### src/rtl/core_pkg.sv
// Shared encodings for the core memory path: access sizes, arbiter states
// and the alignment rule for load/store accesses.
package core_pkg;

    localparam logic [1:0] SZ_B = 2'b00;
    localparam logic [1:0] SZ_H = 2'b01;
    localparam logic [1:0] SZ_W = 2'b10;

    typedef enum logic [1:0] {
        ARB_IDLE = 2'd0,
        ARB_IF   = 2'd1,
        ARB_LS   = 2'd2
    } arb_state_e;

    // Size 11 is illegal and therefore always reported as an error.
    function automatic logic is_misaligned(input logic [1:0] size, input logic [1:0] offset);
        case (size)
            SZ_B:    return 1'b0;
            SZ_H:    return offset[0];
            SZ_W:    return offset != 2'b00;
            default: return 1'b1;
        endcase
    endfunction

endpackage

### src/rtl/lane_align.sv
// Byte-lane steering for the big-endian memory port: store placement with byte
// enables, and load lane extraction with sign/zero extension.
module lane_align
    import core_pkg::*;
#(
    parameter int XLEN = 32
) (
    input  logic [1:0]      st_size,
    input  logic [1:0]      st_offset,
    input  logic [XLEN-1:0] st_wdata,
    output logic [3:0]      st_be,
    output logic [XLEN-1:0] st_lane_data,
    input  logic [1:0]      ld_size,
    input  logic [1:0]      ld_offset,
    input  logic            ld_unsigned,
    input  logic [XLEN-1:0] ld_rdata,
    output logic [XLEN-1:0] ld_data
);

    logic [7:0]  ld_byte;
    logic [15:0] ld_half;

    always_comb begin
        st_be        = '0;
        st_lane_data = '0;
        case (st_size)
            SZ_B: begin
                st_be        = 4'b1000 >> st_offset;
                st_lane_data = {st_wdata[7:0], 24'b0} >> {st_offset, 3'b000};
            end
            SZ_H: begin
                st_be        = st_offset[1] ? 4'b0011 : 4'b1100;
                st_lane_data = st_offset[1] ? {16'b0, st_wdata[15:0]} : {st_wdata[15:0], 16'b0};
            end
            SZ_W: begin
                st_be        = 4'b1111;
                st_lane_data = st_wdata;
            end
            default: begin
                st_be        = '0;
                st_lane_data = '0;
            end
        endcase
    end

    // Lane 0 sits in the most significant byte of the bus.
    always_comb begin
        ld_byte = ld_rdata[31:24];
        case (ld_offset)
            2'd0:    ld_byte = ld_rdata[31:24];
            2'd1:    ld_byte = ld_rdata[23:16];
            2'd2:    ld_byte = ld_rdata[15:8];
            default: ld_byte = ld_rdata[7:0];
        endcase
        ld_half = ld_offset[1] ? ld_rdata[15:0] : ld_rdata[31:16];

        ld_data = '0;
        case (ld_size)
            SZ_B:    ld_data = {{24{~ld_unsigned & ld_byte[7]}}, ld_byte};
            SZ_H:    ld_data = {{16{~ld_unsigned & ld_half[15]}}, ld_half};
            SZ_W:    ld_data = ld_rdata;
            default: ld_data = '0;
        endcase
    end

endmodule

### src/rtl/mem_port_arbiter.sv
// Shares one memory port between instruction fetch and load/store: arbitrates,
// runs one transaction at a time, and returns aligned, extended load data.
module mem_port_arbiter
    import core_pkg::*;
#(
    parameter int XLEN = 32
) (
    input  logic            clk,
    input  logic            reset,
    input  logic            if_req,
    input  logic [XLEN-1:0] if_addr,
    output logic            if_ready,
    output logic [XLEN-1:0] if_rdata,
    input  logic            ls_req,
    input  logic            ls_we,
    input  logic [1:0]      ls_size,
    input  logic            ls_unsigned,
    input  logic [XLEN-1:0] ls_addr,
    input  logic [XLEN-1:0] ls_wdata,
    output logic            ls_ready,
    output logic [XLEN-1:0] ls_rdata,
    output logic            ls_err,
    output logic            mem_req,
    output logic            mem_we,
    output logic [XLEN-1:0] mem_addr,
    output logic [3:0]      mem_be,
    output logic [XLEN-1:0] mem_wdata,
    input  logic            mem_ack,
    input  logic [XLEN-1:0] mem_rdata
);

    localparam logic [XLEN-1:0] WORD_MASK = {{(XLEN-2){1'b1}}, 2'b00};

    arb_state_e      state_q, state_d;
    logic            ls_streak_q, ls_streak_d;
    logic            mem_req_q, mem_req_d;
    logic            mem_we_q, mem_we_d;
    logic [XLEN-1:0] mem_addr_q, mem_addr_d;
    logic [3:0]      mem_be_q, mem_be_d;
    logic [XLEN-1:0] mem_wdata_q, mem_wdata_d;
    logic [1:0]      size_q, size_d;
    logic [1:0]      offset_q, offset_d;
    logic            unsigned_q, unsigned_d;
    logic            if_ready_q, if_ready_d;
    logic [XLEN-1:0] if_rdata_q, if_rdata_d;
    logic            ls_ready_q, ls_ready_d;
    logic            ls_err_q, ls_err_d;
    logic [XLEN-1:0] ls_rdata_q, ls_rdata_d;

    logic            if_pend, ls_pend, ls_bad, idle;
    logic            reject_ls, grant_ls, grant_if, ack_if, ack_ls;
    logic [3:0]      st_be;
    logic [XLEN-1:0] st_lane_data, ld_data;

    lane_align #(.XLEN(XLEN)) u_lane_align (
        .st_size      (ls_size),
        .st_offset    (ls_addr[1:0]),
        .st_wdata     (ls_wdata),
        .st_be        (st_be),
        .st_lane_data (st_lane_data),
        .ld_size      (size_q),
        .ld_offset    (offset_q),
        .ld_unsigned  (unsigned_q),
        .ld_rdata     (mem_rdata),
        .ld_data      (ld_data)
    );

    // A requester still showing its ready pulse has not yet dropped req.
    assign if_pend   = if_req & ~if_ready_q;
    assign ls_pend   = ls_req & ~ls_ready_q;
    assign ls_bad    = ls_pend & is_misaligned(ls_size, ls_addr[1:0]);
    assign idle      = (state_q == ARB_IDLE);
    assign reject_ls = idle & ls_bad;
    assign grant_ls  = idle & ls_pend & ~ls_bad & ~(if_pend & ls_streak_q);
    assign grant_if  = idle & if_pend & ~reject_ls & ~grant_ls;
    assign ack_if    = (state_q == ARB_IF) & mem_ack;
    assign ack_ls    = (state_q == ARB_LS) & mem_ack;

    always_ff @(posedge clk) begin
        if (reset) begin
            state_q     <= ARB_IDLE;
            ls_streak_q <= 1'b0;
        end else begin
            state_q     <= state_d;
            ls_streak_q <= ls_streak_d;
        end
    end

    always_comb begin
        state_d     = state_q;
        ls_streak_d = ls_streak_q;
        case (state_q)
            ARB_IDLE: begin
                if (grant_ls)      state_d = ARB_LS;
                else if (grant_if) state_d = ARB_IF;
            end
            ARB_IF:  if (mem_ack) state_d = ARB_IDLE;
            ARB_LS:  if (mem_ack) state_d = ARB_IDLE;
            default: state_d = ARB_IDLE;
        endcase
        if (grant_ls && if_pend) ls_streak_d = 1'b1;
        if (grant_if)            ls_streak_d = 1'b0;
    end

    always_comb begin
        mem_req_d   = mem_req_q;
        mem_we_d    = mem_we_q;
        mem_addr_d  = mem_addr_q;
        mem_be_d    = mem_be_q;
        mem_wdata_d = mem_wdata_q;
        size_d      = size_q;
        offset_d    = offset_q;
        unsigned_d  = unsigned_q;
        if_ready_d  = 1'b0;
        if_rdata_d  = if_rdata_q;
        ls_ready_d  = 1'b0;
        ls_err_d    = 1'b0;
        ls_rdata_d  = ls_rdata_q;

        if (grant_ls) begin
            mem_req_d   = 1'b1;
            mem_we_d    = ls_we;
            mem_addr_d  = ls_addr & WORD_MASK;
            mem_be_d    = st_be;
            mem_wdata_d = st_lane_data;
            size_d      = ls_size;
            offset_d    = ls_addr[1:0];
            unsigned_d  = ls_unsigned;
        end
        if (grant_if) begin
            mem_req_d   = 1'b1;
            mem_we_d    = 1'b0;
            mem_addr_d  = if_addr & WORD_MASK;
            mem_be_d    = 4'b1111;
            mem_wdata_d = '0;
        end
        if (reject_ls) begin
            ls_ready_d = 1'b1;
            ls_err_d   = 1'b1;
            ls_rdata_d = '0;
        end
        if (ack_if) begin
            mem_req_d  = 1'b0;
            if_ready_d = 1'b1;
            if_rdata_d = mem_rdata;
        end
        if (ack_ls) begin
            mem_req_d  = 1'b0;
            ls_ready_d = 1'b1;
            ls_rdata_d = mem_we_q ? '0 : ld_data;
        end
    end

    always_ff @(posedge clk) begin
        if (reset) begin
            mem_req_q   <= 1'b0;
            mem_we_q    <= 1'b0;
            mem_addr_q  <= '0;
            mem_be_q    <= '0;
            mem_wdata_q <= '0;
            size_q      <= '0;
            offset_q    <= '0;
            unsigned_q  <= 1'b0;
            if_ready_q  <= 1'b0;
            if_rdata_q  <= '0;
            ls_ready_q  <= 1'b0;
            ls_err_q    <= 1'b0;
            ls_rdata_q  <= '0;
        end else begin
            mem_req_q   <= mem_req_d;
            mem_we_q    <= mem_we_d;
            mem_addr_q  <= mem_addr_d;
            mem_be_q    <= mem_be_d;
            mem_wdata_q <= mem_wdata_d;
            size_q      <= size_d;
            offset_q    <= offset_d;
            unsigned_q  <= unsigned_d;
            if_ready_q  <= if_ready_d;
            if_rdata_q  <= if_rdata_d;
            ls_ready_q  <= ls_ready_d;
            ls_err_q    <= ls_err_d;
            ls_rdata_q  <= ls_rdata_d;
        end
    end

    assign mem_req   = mem_req_q;
    assign mem_we    = mem_we_q;
    assign mem_addr  = mem_addr_q;
    assign mem_be    = mem_be_q;
    assign mem_wdata = mem_wdata_q;
    assign if_ready  = if_ready_q;
    assign if_rdata  = if_rdata_q;
    assign ls_ready  = ls_ready_q;
    assign ls_err    = ls_err_q;
    assign ls_rdata  = ls_rdata_q;

endmodule

### config.mk
export PLATFORM = sky130hd
export DESIGN_NAME = mem_port_arbiter
export DESIGN_NICKNAME = d
export VERILOG_FILES = /design/src/rtl/core_pkg.sv /design/src/rtl/lane_align.sv /design/src/rtl/mem_port_arbiter.sv
export SDC_FILE = /design/constraint.sdc
export NUM_CORES = 1
export LEC_CHECK = 0
export CORE_MARGIN = 5
export CORE_UTILIZATION = 45
export CTS_BUF_LIST = sky130_fd_sc_hd__clkbuf_16
export DETAILED_ROUTE_END_ITERATION = 10
export PLACE_DENSITY = 0.91
export REMOVE_ABC_BUFFERS = 1
export SKIP_CTS_REPAIR_TIMING = 1
export SLEW_MARGIN = 20
export SYNTH_ARGS = -nofsm -noshare
export SYNTH_HDL_FRONTEND = slang
export SYNTH_SLANG_ARGS = --single-unit
### constraint.sdc
create_clock -name clk -period 5.21 [get_ports clk]
set_input_delay 0.7815 -clock clk [delete_from_list [all_inputs] [get_ports clk]]
set_output_delay 0.7815 -clock clk [all_outputs]
set_load 0.1 [all_outputs]
Yosys cells after proc, flatten, opt, wreduce, memory -nomap -nowiden
Cells that the tools add are included.

cells by class
  reduce and logical (&&, ||, !) cells = 12
  eq/ne operators = 10
  shift operators = 2
  bitwise logic cells = 22
  mux-type cells = 24

operators with widths
  kind                                                                      count
  32-bit two-way mux                                                        6
  32-bit case mux with 3 select lines                                       2
  32-bit by 5-bit >> shifter with 32-bit output                             1
  8-bit case mux with 3 select lines                                        1
  16-bit two-way mux                                                        1
  1-bit AND                                                                 15
  4-bit two-way mux                                                         3
  4-bit case mux with 3 select lines                                        1
  2-bit by 1-bit == test with 1-bit output (second input constant)          4
  2-bit == test (second input constant)                                     4
  2-bit zero test                                                           4
  1-bit NOT                                                                 7
  2-bit two-way mux                                                         3
  2-bit nonzero test                                                        3
  1-bit two-way mux                                                         5
  2-bit case mux with 2 select lines                                        1
  2-bit OR reduction                                                        2
  4-bit by 2-bit >> shifter with 4-bit output (first input constant)        1
  3-bit by 1-bit inequality test with 1-bit output (second input constant)  1
  1-bit case mux with 3 select lines                                        1
  3-bit OR reduction                                                        1
  2-bit by 1-bit inequality test with 1-bit output (second input constant)  1
  2-bit AND reduction                                                       1
  1-bit logical AND                                                         1

storage, ports and cells
  output and inout bits = 137
  word-level logic and storage cells = 85
  bits of input ports = 137
  register bits = 143

Logic depth before layout (Yosys ltp)
Gate-level depths: netlist of the first run.

  depth in word-level cells = 11
  gate-level depth with buffers = 8
  gate-level depth less buffers = 6

Cells and area by module
Synthesis of the first run repeated with hierarchy kept, for this count alone.

second synthesis, totals
  cells, all modules = 737
  area, all modules = 6696.4 µm²

modules (own cells, without submodules)
  module            cells an instance  seq. area each (µm²)  times used  area an instance (µm²)
  mem_port_arbiter  552                2862.7                1           5316.3
  lane_align        185                0.0                   1           1380.1

Worst setup path after synthesis of the first run
OpenSTA, ideal clock, no wires.

  path kind = input to register
  from = in ls_addr[0]
  to = reg mem_addr_q[22] (netlist: mem_addr[22])
  path slack = 3017 ps
  path buffers = 3
  stages on the path = 7
  library setup time = 122 ps
  arrival = 2070 ps
  required time = 5088 ps
  cell sequence = buf_4 -> nand2_1 -> a311o_1 -> and3_1 -> clkbuf_1 -> buf_2 -> a221o_1

on the way
  cells in the longest elaborated chain, start to end = 9
  elaborated cells on any way between the ends = 13
  those cells by class = 2 x mux; 9 x bitwise; 2 x reduce/logical

ends and longest elaborated chain
  element                                                   RTL line                 RTL
  start: declaration                                        mem_port_arbiter.sv:18   input logic [XLEN-1:0] ls_addr,
  2-bit nonzero test                                        core_pkg.sv:20           SZ_W: return offset != 2'b00;
  1-bit case mux with 3 select lines *                      core_pkg.sv:17           case (size)
  1-bit AND *                                               mem_port_arbiter.sv:71   assign ls_bad = ls_pend & is_misaligned(ls_size, ls_addr[1:0]);
  1-bit NOT                                                 mem_port_arbiter.sv:74   assign grant_ls = idle & ls_pend & ~ls_bad & ~(if_pend & ls_streak_q);
  1-bit AND (2 in series)                                   mem_port_arbiter.sv:74
  1-bit NOT                                                 mem_port_arbiter.sv:75   assign grant_if = idle & if_pend & ~reject_ls & ~grant_ls;
  1-bit AND                                                 mem_port_arbiter.sv:75
  32-bit two-way mux or 2-bit nonzero test (tied branches)  --
  end signal: assignment                                    mem_port_arbiter.sv:172  mem_addr_q <= mem_addr_d;
  end: declaration                                          mem_port_arbiter.sv:38   logic [XLEN-1:0] mem_addr_q, mem_addr_d;

Every way passes the cells marked *; elsewhere a longest branch is shown, timed or not.
A chain may end at the register's enable or synchronous reset.

Worst setup path in the final report of the first run
  from = in ls_size[0]
  to = reg mem_addr_q[18] (netlist: mem_addr[18])

on the way
  cells in the longest elaborated chain, start to end = 9
  elaborated cells on any way between the ends = 15
  those cells by class = 2 x eq/ne; 2 x mux; 9 x bitwise; 2 x reduce/logical

ends and longest elaborated chain
  element                                                   RTL line                RTL
  start: declaration                                        mem_port_arbiter.sv:16  input logic [1:0] ls_size,
  2-bit == test (tied with other cells)                     core_pkg.sv:17
  1-bit case mux with 3 select lines *                      core_pkg.sv:17
  1-bit AND *                                               mem_port_arbiter.sv:71
  1-bit NOT                                                 mem_port_arbiter.sv:74
  1-bit AND (2 in series)                                   mem_port_arbiter.sv:74
  1-bit NOT                                                 mem_port_arbiter.sv:75
  1-bit AND                                                 mem_port_arbiter.sv:75
  32-bit two-way mux or 2-bit nonzero test (tied branches)  --

Marked as above.

==> results of run 1 <==
==> registers in the layout (all words and copies together) (netlist names) <==
register	flops
ls_ready	1
mem_wdata	32
if_ready	1
offset_q	2
ls_err	1
mem_addr	30
ls_streak_q	1
ls_rdata	32
unsigned_q	1
size_q	2
mem_req	1
state_q	2
mem_we	1
if_rdata	32
mem_be	4
==> placed cells by master (no fill, tap or decap), types with 3 or more instances in the layout <==
cell type	count
sky130_fd_sc_hd__bufinv_16	3
sky130_fd_sc_hd__a221oi_1	31
sky130_fd_sc_hd__a211oi_1	16
sky130_fd_sc_hd__buf_4	6
sky130_fd_sc_hd__inv_1	36
sky130_fd_sc_hd__ha_1	3
sky130_fd_sc_hd__nand3_1	9
sky130_fd_sc_hd__o221ai_1	7
sky130_fd_sc_hd__mux2_2	8
sky130_fd_sc_hd__a22o_1	39
sky130_fd_sc_hd__mux2i_1	7
sky130_fd_sc_hd__nor4b_1	8
sky130_fd_sc_hd__nor3_2	3
sky130_fd_sc_hd__a21oi_1	17
sky130_fd_sc_hd__clkbuf_16	17
sky130_fd_sc_hd__nand3b_1	8
sky130_fd_sc_hd__o21ai_0	11
sky130_fd_sc_hd__a221o_1	54
sky130_fd_sc_hd__nor2_1	76
sky130_fd_sc_hd__clkinv_4	4
sky130_fd_sc_hd__dfxtp_1	143
sky130_fd_sc_hd__nand2b_1	3
sky130_fd_sc_hd__nor2b_1	13
sky130_fd_sc_hd__nand2_1	50
sky130_fd_sc_hd__o221a_2	3
sky130_fd_sc_hd__clkdlybuf4s50_1	269
sky130_fd_sc_hd__nor3_1	10
sky130_fd_sc_hd__inv_6	3
==> power groups by stage <==
stage | combinational, mW | clock, mW | sequential, mW
global placement | 1.04 | 0 | 1.24
CTS | 1.06 | 1.27 | 1.22
global route | 1.10 | 1.32 | 1.23
finish | 1.06 | 1.26 | 1.22
floorplan | 0.218 | 0 | 1.73
detailed placement | 1.05 | 0 | 1.24
==> stage by stage <==
stage | hold WS, ps | setup slack (ps) | instances | total power, mW | instance area, sq um
6_report | 454.8 | 1926 | 1074 | 3.536 | 9454
5_1_grt | 467.8 | 1744 | 1074 | 3.650 | 9454
4_1_cts | 455.4 | 1990 | 1074 | 3.550 | 9453
3_5_place_dp | 442.8 | 1557 | 1042 | 2.293 | 8841
3_3_place_gp | 437.6 | 1611 | 1042 | 2.282 | 8837
2_1_floorplan | 446.7 | 2571 | 591 | 1.952 | 5854
==> cells by family after synthesis <==
| kind of cell | count (synthesis) | share of synthesized area |
|---|---|---|
| fa+ha+maj | 3 | 0.006097 |
| simple gates | 193 | 0.1481 |
| flops | 143 | 0.4649 |
| other cells | 1 | 0.0006090 |
| mux | 16 | 0.02967 |
| compound gates | 198 | 0.2788 |
| buf+inv | 101 | 0.07173 |
==> synth_stat cells (9+ instances only) <==
| cell type | count | area, sq um |
|---|---|---|
| sky130_fd_sc_hd__dfxtp_1 | 143 | 2863 |
| sky130_fd_sc_hd__nor2_1 | 77 | 289.0 |
| sky130_fd_sc_hd__a221o_1 | 54 | 540.5 |
| sky130_fd_sc_hd__nand2_1 | 50 | 187.7 |
| sky130_fd_sc_hd__a22o_1 | 39 | 341.6 |
| sky130_fd_sc_hd__inv_1 | 36 | 135.1 |
| sky130_fd_sc_hd__clkbuf_1 | 34 | 127.6 |
| sky130_fd_sc_hd__a221oi_1 | 31 | 271.5 |
| sky130_fd_sc_hd__a21oi_1 | 18 | 90.09 |
| sky130_fd_sc_hd__buf_2 | 18 | 90.09 |
| sky130_fd_sc_hd__a211oi_1 | 16 | 120.1 |
| sky130_fd_sc_hd__nor2b_1 | 13 | 81.33 |
| sky130_fd_sc_hd__o21ai_0 | 11 | 55.05 |
| sky130_fd_sc_hd__nor3_1 | 10 | 50.05 |
| sky130_fd_sc_hd__nand3_1 | 9 | 45.04 |
==> critical path, cell delays in order <==
cell and delay [ps]:
sky130_fd_sc_hd__clkdlybuf4s50_1 970, sky130_fd_sc_hd__a21oi_1 370, sky130_fd_sc_hd__nor3_1 310, sky130_fd_sc_hd__o21a_1 900, sky130_fd_sc_hd__a221o_1 290
==> metal layers <==
| layer | part of all wire | wire (um) | track usage |
|---|---|---|---|
| met1 | 0.39 | 8343 | 0.3035 |
| met2 | 0.50 | 10610 | 0.4368 |
| met3 | 0.083 | 1778 | 0.06886 |
| met4 | 0.032 | 693 | 0.1016 |
| met5 | 0 | 0 | 0 |
==> worst paths after layout <==
path / slack, ps / start / depth (start not counted) / end
max: 1930 / ls_size[0] / 5 / mem_addr[18]$_SDFFE_PP0P_
min: 450 / mem_wdata[3]$_SDFFE_PP0P_ / 2 / mem_wdata[3]$_SDFFE_PP0P_
max reg2reg: 2310 / size_q[1]$_SDFFE_PP0P_ / 3 / ls_rdata[18]$_SDFFE_PP0P_
min reg2reg: 450 / mem_wdata[3]$_SDFFE_PP0P_ / 2 / mem_wdata[3]$_SDFFE_PP0P_
==> final cells by class <==
cell class                 count  area, sq um  area share
clock buffer                  17        425.4     0.04500
clock inverter                15        186.4     0.01972
inverter                      36        135.1     0.01429
multi-input combinational    412         2887      0.3053
sequential                   143         2863      0.3028
tap                          176        220.2     0.02329
timing repair buffer         275         2738      0.2896
==> results_dict.tcl, run 1 <==
set metrics [dict create \
    postRouteAntennaNets 0 \
    slew-limit-headroom 0.2705 \
    tritoncts "built" \
    synth_seq_cells 143 \
    initial_utilization 0.4613 \
    final-hold-violation-count 0 \
    grt_setup_unrepaired "false" \
    grt.overflow.total 0 \
    static-leakage-power_nw 3.524 \
    h_tree_levels 4 \
    largest_net_degree_at_the_start_of_global_routing 56 \
    critPathKind "in2reg" \
    sw_frac_of_total 0.3668 \
    clock-skew-final_ps 5.595 \
    pwr-share-seq 0.345 \
    estimated_wirelength_of_the_detail_placed_design_mm 14.91 \
    post_route_cells_drive_above_1_share 0.07238 \
    first_global_vias 6132 \
    route.detailed.wl_per_inst_um 19.95 \
    ys_dominant_reg_cell "sky130_fd_sc_hd__dfxtp_1" \
    placement_rows 42 \
    power_per_cell_area_nw_per_um2 374.0 \
    synthToLayoutAreaGrowth_pct 53.55 \
    detailedRoute.firstIterationViolations 681 \
    fill_cells 991 \
    coreArea_sq_um 13350 \
    post-route-min-period_ps 3284 \
    postLayoutCoreUtil 0.7083 \
    worstSkewPairLatency_ps 410 \
    timing.critical_path.fanout_max 30 \
    clock_sink_count 143 \
    cts_root_buffer "sky130_fd_sc_hd__clkbuf_16" \
    nNetsFinal 1025 \
    final.setup.tns_ps 0 \
    timing.hold.worst.class "reg2reg" \
    p_switching_mw 1.297 \
    cts_inserted_buffers 17 \
    achievable-frequency_mhz 304.5 \
    critPathCaptureType "register" \
    die_area_sq_um 16120 \
    power_frac_clock 0.356 \
    critPathLaunchType "input pin" \
    synth_enable_flop_cells 0 \
    drt-pass1-iter-count 5 \
    postSynthAreaPerCell_sq_um 9.400 \
    global_route.usage.total 0.2548 \
    finalWeightedCongestion 0.8665 \
    clk_path_buf_depth 2 \
    max_cap_viol_count 0 \
    final.period_utilization 0.6302 \
    max-vdd-ir-drop_uv 267.4 \
    insertedDiodeCount 0 \
    grt_antenna_before_repair 0 \
    cp.arrival_ps 3640 \
    internal-power_mw 2.239 \
    die_y_um 127.0 \
    setup_viol_count_final 0 \
    first_pass_grt_wire_length_mm 32.98 \
    synthCells 655 \
    ys_seq_area_frac 0.4649 \
    crit_required_ps 5560 \
    ys_warn_count 0 \
    syn_area_sq_um 6157 \
    share_comb_of_total_power 0.299 \
    clkSlewWorstSetupHoldPaths_ps 60 \
    drc 0 \
    ys_async_sr_fraction 0 \
    tightestPinTransition_ps 1094 \
    x_dimension_of_the_die_um 127.0 \
    boundaryPins 274 \
    wirelength_mm 21.43 \
    synth.distinct_cells 53 \
    buffer_ports.inserted 269 \
    route.detailed.vias_per_inst 5.876 \
    run_status "finished, final reports clean" \
    routed-via-count 6311 \
    slew_viol_final 0 \
]
No activity file was read; power rests on OpenSTA's default activity.
==> inputs of run 2 (changes only) <==
CORE_UTILIZATION = 38   (was 45)
PLACE_DENSITY = 0.83   (was 0.91)
clock period = 2.85 ns   (was 5.21 ns; I/O delays follow)
==> run 2 against run 1 <==
Against the previous run: flip-flop and latch count unchanged; clock power increased by 71%; die area increased by 17%; non-clock buffer count increased by 22; count of clock-buffer cells in the layout unchanged; sequential share of layout area increased by 0.46 points; combinational power increased by 81%; core utilization decreased by 12 points; register-to-register slack got worse by 1600 ps; routed wire length decreased by 2.9%; critical path depth increased by 1; highest routed layer unchanged; via count decreased by 2.4%.
==> results_dict.tcl, run 2 (synthesized netlist as in run 1, its figures left out) <==
set metrics [dict create \
    final.period_utilization 0.7434 \
    critical_path_buf_inv_count 1 \
    route.detailed.vias_per_inst 5.424 \
    placement_rows 46 \
    global_route.usage.met3 0.07633 \
    timing.hold.worst.class "reg2reg" \
    x_dimension_of_the_die_um 137.3 \
    final-instance-count-excl-fill 1136 \
    cts_inserted_buffers 17 \
    cell_by_cell_listing_of_the_critical_path "inv_1, ha_1, nand2_1, nand2_1, a31oi_4, a221o_1" \
    tightestPinTransition_ps 983.7 \
    final-hold-violation-count 0 \
    worstSkewPairLatency_ps 420 \
    clkSlewWorstSetupHoldPaths_ps 60 \
    clock-skew-final_ps 11.70 \
    met1_usage 0.2557 \
    power_per_cell_area_nw_per_um2 676.3 \
    tritoncts "built" \
    boundaryPins 274 \
    initial_utilization 0.3876 \
    critPathKind "reg2reg" \
    crit_path_top_delay_cell "sky130_fd_sc_hd__a31oi_4" \
    slew-limit-headroom 0.3442 \
    grt_setup_unrepaired "false" \
    sw_frac_of_total 0.3706 \
    post_route_cells_drive_above_1_share 0.2359 \
    max-vdd-ir-drop_uv 421.4 \
    grt_antenna_before_repair 0 \
    estimated_wirelength_of_the_detail_placed_design_mm 15.00 \
    timing.critical_path.slowest_cell_delay_ps 780 \
    run_status "finished, final reports clean" \
    worst_path_dominant_cell_family "compound AO/OA/AOI/OAI gates" \
    post-route-min-period_ps 2119 \
    first_global_vias 5873 \
    clock_sink_count 143 \
    dpl.cell_count 1104 \
    internal-power_mw 3.963 \
    power_frac_clock 0.342 \
    grtUsageMet2 0.3610 \
    first_pass_grt_wire_length_mm 31.36 \
    setup_viol_count_final 0 \
    buffer_ports.inserted 269 \
    die_area_sq_um 18850 \
    coreArea_sq_um 15890 \
    crit_required_ps 3200 \
    detailedRoute.firstIterationViolations 482 \
    postRouteAntennaNets 0 \
    cts_root_buffer "sky130_fd_sc_hd__clkbuf_16" \
    grt.overflow.total 0 \
    total_chip_power_mw 6.297 \
    fill_cells 1379 \
    critPathCaptureType "register" \
    nNetsFinal 1047 \
    pwr-share-seq 0.352 \
    final.setup.tns_ps 0 \
    timing.critical_path.fanout_max 32 \
    cp.arrival_ps 2470 \
    p_switching_mw 2.334 \
    h_tree_levels 4 \
    global_route.usage.total 0.2131 \
    max_cap_viol_count 0 \
    mostFrequentLayoutCells "161 x sky130_fd_sc_hd__buf_4, 143 x sky130_fd_sc_hd__dfxtp_1, 134 x sky130_fd_sc_hd__clkdlybuf4s50_1, 77 x sky130_fd_sc_hd__nor2_1, 54 x sky130_fd_sc_hd__a221o_1" \
    share_comb_of_total_power 0.305 \
    routed-via-count 6162 \
    route.detailed.wl_per_inst_um 18.31 \
    cpMostUsedCell "sky130_fd_sc_hd__nand2_1" \
    slew_viol_final 0 \
    drc 0 \
    synthToLayoutAreaGrowth_pct 51.23 \
    insertedDiodeCount 0 \
    die_y_um 137.3 \
    critPathLaunchType "register" \
    achievable-frequency_mhz 472.0 \
    static-leakage-power_nw 3.883 \
    layout.cells.most_common "sky130_fd_sc_hd__buf_4" \
    finalWeightedCongestion 0.8102 \
    wirelength_mm 20.80 \
    global_route.peak_usage_layer "met2" \
    drt-pass1-iter-count 5 \
    largest_net_degree_at_the_start_of_global_routing 56 \
    clk_path_buf_depth 2 \
]
## run 2: power groups by stage
stage               Combinational (mW)  Clock, mW  Sequential [mW]
finish                            1.92       2.16             2.22
global route                      2.00       2.30             2.23
CTS                               1.93       2.20             2.22
detailed placement                1.92          0             2.26
global placement                  1.91          0             2.26
floorplan                        0.399          0             3.17
## run 2: worst reg2reg max path, delay by kind of cell (launching register included)
family | cells | cell delay (ps)
AOI/OAI and AO/OA | 2 | 1080
DFF | 1 | 360
and+or+nand+nor | 2 | 330
adders and majority gates | 1 | 200
buffers and inverters | 1 | 80
## run 2: routing by layer
layer  routed length [um]  share of wire
met1                 8348           0.40
met2                10200           0.49
met3                 1968          0.095
met4                  283          0.014
met5                    0              0
## run 2: layout make-up
| class | count | area, sq um | area share |
|---|---|---|---|
| multi-input combinational | 412 | 2882 | 0.3095 |
| sequential | 143 | 2863 | 0.3074 |
| timing repair buffer | 297 | 2590 | 0.2782 |
| clock buffer | 17 | 425.4 | 0.04569 |
| tap | 216 | 270.3 | 0.02902 |
| clock inverter | 15 | 146.4 | 0.01572 |
| inverter | 36 | 135.1 | 0.01451 |
## run 2: metrics by stage
stage               hold WS (ps)  utilization  instance area [sq um]  setup WS (ps)
floorplan                  446.7            -                   5854          219.2
global placement           440.4       0.5502                   8740          361.2
detailed placement         444.5       0.5502                   8740          322.9
CTS                        452.5       0.5862                   9311          736.5
global route               464.8       0.5862                   9311          591.0
finish                     452.0       0.5862                   9311          731.3
## run 2: final timing paths
check                             from                         to  slack, ps  depth (start not counted)
max            state_q[0]$_SDFFE_PP0P_  ls_rdata[31]$_SDFFE_PP0P_        730                          6
min          mem_wdata[4]$_SDFFE_PP0P_  mem_wdata[4]$_SDFFE_PP0P_        450                          2
max reg2reg    state_q[0]$_SDFFE_PP0P_  ls_rdata[31]$_SDFFE_PP0P_        730                          6
min reg2reg  mem_wdata[4]$_SDFFE_PP0P_  mem_wdata[4]$_SDFFE_PP0P_        450                          2
